===== src/rtl/vector_recorder.sv =====
// vector_recorder: arm/trigger/stop controlled capture of sample vectors into
// an on-chip buffer, followed by a valid/ready readout of the recorded vectors.
`default_nettype none

module vector_recorder #(
  parameter int VECTOR_SIZE = 4,
  parameter int ADDR_WIDTH  = 10
) (
  input  logic                   i_clk,
  input  logic                   i_rst,
  input  logic                   i_arm,
  input  logic                   i_trigger,
  input  logic                   i_sample_en,
  input  logic [VECTOR_SIZE-1:0] i_sample,
  input  logic                   i_stop,
  input  logic                   i_rd_ready,
  output logic                   o_rd_valid,
  output logic [VECTOR_SIZE-1:0] o_rd_data,
  output logic                   o_rd_last,
  output logic [ADDR_WIDTH:0]    o_count,
  output logic [1:0]             o_state,
  output logic                   o_full
);

  localparam int                  DEPTH  = 1 << ADDR_WIDTH;
  localparam logic [ADDR_WIDTH:0] c_FULL = {1'b1, {ADDR_WIDTH{1'b0}}};
  localparam logic [ADDR_WIDTH:0] c_ONE  = {{ADDR_WIDTH{1'b0}}, 1'b1};

  typedef enum logic [1:0] {
    S_IDLE    = 2'b00,
    S_ARMED   = 2'b01,
    S_CAPTURE = 2'b10,
    S_DONE    = 2'b11
  } state_t;

  state_t                r_state;
  state_t                w_next;
  logic [ADDR_WIDTH:0]   r_count;
  logic [ADDR_WIDTH:0]   r_rptr;
  logic [VECTOR_SIZE-1:0] r_mem [DEPTH];

  logic w_full;
  logic w_wr;
  logic w_wr_last;
  logic w_clr;
  logic w_rd_valid;
  logic w_xfer;

  // The write address is the count itself, so it can never wrap past DEPTH.
  assign w_full     = (r_count == c_FULL);
  assign w_wr       = i_sample_en && !w_full &&
                      ((r_state == S_ARMED && i_trigger) || r_state == S_CAPTURE);
  assign w_wr_last  = w_wr && (r_count == c_FULL - c_ONE);
  assign w_clr      = i_arm && (r_state == S_IDLE || r_state == S_DONE);
  assign w_rd_valid = (r_state == S_DONE) && (r_rptr < r_count);
  assign w_xfer     = w_rd_valid && i_rd_ready;

  always_ff @(posedge i_clk or posedge i_rst) begin
    if (i_rst) begin
      r_state <= S_IDLE;
    end else begin
      r_state <= w_next;
    end
  end

  always_comb begin
    w_next = r_state;
    case (r_state)
      S_IDLE: begin
        if (i_arm) w_next = S_ARMED;
      end
      S_ARMED: begin
        if (i_stop) w_next = S_DONE;
        else if (i_trigger) w_next = w_wr_last ? S_DONE : S_CAPTURE;
      end
      S_CAPTURE: begin
        if (i_stop || w_wr_last) w_next = S_DONE;
      end
      S_DONE: begin
        if (i_arm) w_next = S_ARMED;
      end
      default: w_next = S_IDLE;
    endcase
  end

  always_ff @(posedge i_clk or posedge i_rst) begin
    if (i_rst) begin
      r_count <= '0;
      r_rptr  <= '0;
    end else if (w_clr) begin
      r_count <= '0;
      r_rptr  <= '0;
    end else begin
      if (w_wr)   r_count <= r_count + c_ONE;
      if (w_xfer) r_rptr  <= r_rptr + c_ONE;
    end
  end

  // Buffer contents survive reset; stale entries stay hidden because count is cleared.
  always_ff @(posedge i_clk) begin
    if (w_wr) r_mem[r_count[ADDR_WIDTH-1:0]] <= i_sample;
  end

  assign o_rd_valid = w_rd_valid;
  assign o_rd_data  = r_mem[r_rptr[ADDR_WIDTH-1:0]];
  assign o_rd_last  = w_rd_valid && (r_rptr == r_count - c_ONE);
  assign o_count    = r_count;
  assign o_state    = r_state;
  assign o_full     = w_full;

endmodule

`default_nettype wire


===== config.mk =====
export PLATFORM = sky130hd
export DESIGN_NAME = vector_recorder
export DESIGN_NICKNAME = d
export VERILOG_FILES = /design/src/rtl/vector_recorder.sv
export SDC_FILE = /design/constraint.sdc
export NUM_CORES = 2
export LEC_CHECK = 0
export CORE_ASPECT_RATIO = 0.9
export CORE_MARGIN = 4
export CORE_UTILIZATION = 35
export CTS_CLUSTER_DIAMETER = 60
export DETAILED_ROUTE_END_ITERATION = 16
export SYNTH_ARGS = -nofsm -noshare
export SYNTH_HDL_FRONTEND = slang
export SYNTH_SLANG_ARGS = --single-unit

===== constraint.sdc =====
create_clock -name i_clk -period 5.23 [get_ports i_clk]
set_clock_uncertainty 0.15 [all_clocks]
set_input_delay 1.569 -clock i_clk [delete_from_list [all_inputs] [get_ports i_clk]]
set_output_delay 1.569 -clock i_clk [all_outputs]
set_load 0.01 [all_outputs]

==> metrics.csv <==
metric,value,unit
post-route cell area,0.194,mm^2
Max Cap Viol,0,
Yosys reg bits,4120,
final cell count without fillers,15800,
Overflow after GRT,0,
met2 WL,236000,um
Global Route Usage Sum,21.5,%
Starting Density,35.2,%
Via Count,91700,
Yosys warnings,0,
nets,9311,
top cell type's share of synthesized area,75.2,%
Total Wirelength,527000,um
"commonest cells after routing, fill and taps aside","edfxtp_1 (4096), nor2_1 (1082), mux4_2 (903)",
worst slew pin tran,1190,ps
hold wc startpoint,r_rptr[9],
die width,728,um
Leak,59.6,nW
Worst setup SP type,register,
Cells after Synth,8310,
via-per-instance ratio,5.80,
Worst Path Required,3510,ps
Worst Hold Class,reg -> reg,
largest net degree at the start of global routing,183,
"Slew Viols, Final",0,
failing checks,negative setup slack,
Inst Count DP,15000,
synth unique cells,78,
clk buf depth,4,
CTS tree,done,
status,"finished, violations left",
post-placement cell area,0.178,mm^2
Top Layer Used,met5,
final worst slack,-1200,ps
layout cells sized above 1,29.7,%
Setup crit end kind,primary output,
Clock Latency Late Sink,950,ps
RSZ-0062 raised after global routing,yes,
syn_nets,8340,
Final TNS setup,-5480,ps
Ports,31,
dominant synthesized flop cell,edfxtp_1,
initial drt markers,14400,
Clock transition at path regs,70,ps
DRC Markers,0,
first-pass GRT wire length,731000,um
Overall Power,80.7,mW
die area,0.478,mm^2
"Cell Area, Synth",0.164,mm^2
final hold violations,0,
"commonest non-fill, non-tap cell in the layout",edfxtp_1,
Yosys top cell by area,edfxtp_1,
Area contributors post-synth,"edfxtp_1 (75%), mux4_2 (12%), nor2_1 (2.5%), mux2i_1 (2.1%), a22oi_1 (0.76%)",
crit path DAT,4710,ps
met3 WL post-DR,63500,um
post-route ant nets,0,
First-pass DRT Iterations,6,
RD Place Congestion,0.909,
initial antenna violation count,36,
Async SR Flop Fraction,0.583,%
vias in the first global route,90600,
Rel. slew slack,20.5,%
root buffer cell,clkbuf_16,
Num CTS Buffers,398,
number of flops mapped to enable cells by yosys,4096,
r2r startpoint,r_rptr[1],
PwrDens,416,mW/mm^2
drt wl/cell,33.3,um
final hold slack,442,ps
core region area,0.464,mm^2
Rows,237,
H-tree depth,5,
Tcrit/Tclk final,123,%
Layout fillers,40100,
"Seq/Total Area, Yosys",75.6,%
# hold bufs at CTS,0,
crit path from,r_rptr[0],
Syn Area/Cell,19.7,um^2
Tmin final,6430,ps
routed length on met1,204000,um
fmax,0.156,GHz
CTS sink cnt,4120,
VDD IR-drop max,267,uV
WS Path Type,reg -> out,
port bufs,30,
HPWL Detailed,338000,um
final setup fails,6,
Synth-to-Final Area Change,18.7,%
"Max FO, Critical Path",8,
die height,656,um
routing by layer:
layer / vias up / GRT usage [%]
met5: - / 0
met4: 12 / 8.11
met3: 986 / 5.73
met2: 6168 / 32.4
met1: 48600 / 29.9
li1: 35900 / -
synthesized netlist by cell type (7+ instances only):
| cell type | count |
|---|---|
| nand2b_1 | 11 |
| buf_1 | 55 |
| a221oi_1 | 61 |
| nand2_1 | 198 |
| ha_1 | 19 |
| o211ai_1 | 14 |
| mux4_1 | 26 |
| nor3_1 | 40 |
| buf_6 | 63 |
| buf_4 | 52 |
| a21oi_1 | 144 |
| mux4_2 | 900 |
| nor2b_1 | 17 |
| a31oi_1 | 21 |
| a22oi_1 | 166 |
| nand3_1 | 65 |
| mux2_2 | 15 |
| clkbuf_1 | 316 |
| o21ai_1 | 9 |
| buf_8 | 15 |
| and2_1 | 12 |
| nand4_1 | 13 |
| a2111oi_0 | 11 |
| a311oi_1 | 7 |
| nor4_1 | 11 |
| xnor2_1 | 17 |
| and3_1 | 11 |
| a211o_1 | 11 |
| o22ai_1 | 44 |
| a22o_1 | 28 |
| edfxtp_1 | 4096 |
| o31ai_1 | 8 |
| or3_1 | 10 |
| inv_1 | 27 |
| o221ai_1 | 49 |
| a211oi_1 | 27 |
| buf_2 | 73 |
| dfrtp_1 | 24 |
| nor2_1 | 1093 |
| mux2i_1 | 348 |
| o21ai_0 | 77 |
| buf_12 | 18 |
critical path, cell delays in order (launching register included):
cell,delay [ps]
dfrtp_4,490
buf_12,210
buf_16,180
buf_4,150
buf_8,90
buf_8,120
mux4_2,530
mux2i_2,200
o211ai_1,300
nor4_4,360
nor3_4,130
or3_4,440
a32o_4,350
buf_6,150
cells by family (layout without fill, tap and decap cells):
logic type	after synthesis	count (layout)	synth area share, %
other cells	0	15	0
compound gates	738	738	3.20
fa+ha+maj	19	19	0.145
buf+inv	623	1899	2.19
flops	4120	4120	75.6
mux	1289	1289	15.0
simple gates	1499	1499	3.70
xor+xnor	22	22	0.118
final cells by class:
| type | instances | area (um^2) | area share [%] |
|---|---|---|---|
| sequential | 4120 | 124000 | 63.7 |
| multi-input combinational | 3567 | 37900 | 19.5 |
| inverter | 28 | 119 | 0.0612 |
| tap | 6214 | 7770 | 4.00 |
| timing repair buffer | 1166 | 12000 | 6.16 |
| clock buffer | 470 | 10400 | 5.36 |
| antenna | 15 | 37.5 | 0.0193 |
| clock inverter | 235 | 2330 | 1.20 |
path summary, 6_finish.rpt:
kind                           endpoint  slack (ps)  depth (start not counted)
max                        o_rd_data[3]       -1200                         13
min in group asynchronous    o_state[0]        1100                          2
max reg2reg                   r_rptr[8]        1220                         15
max in group asynchronous     r_rptr[4]        2960                          2
min reg2reg                   r_rptr[9]         440                          3
min                           r_rptr[9]         440                          3
flip-flops by register name, summed over array words and instances (netlist names):
signal   count
o_state      2
r_mem     4096
r_rptr      11
o_count     11
per-stage QoR:
stage / util [%] / worst slack, ps
floorplan: - / 261
global placement: 38.4 / -1780
detailed placement: 38.5 / -1310
CTS: 41.7 / -1200
global route: 41.8 / -1210
finish: 41.8 / -1200
where the power goes:
group,internal [mW],switching (mW)
logic,7.88,7.77
clock network,16.1,12.5
registers,36.3,0.0318
total,60.3,20.3
repair_timing:
item,CTS,global route
setup buffers,93,37
endpoints found under the setup margin,6,6
pin swaps,50,35
gates cloned,13,1
gates resized for setup,257,94
Power figures use the tool's default switching activity.
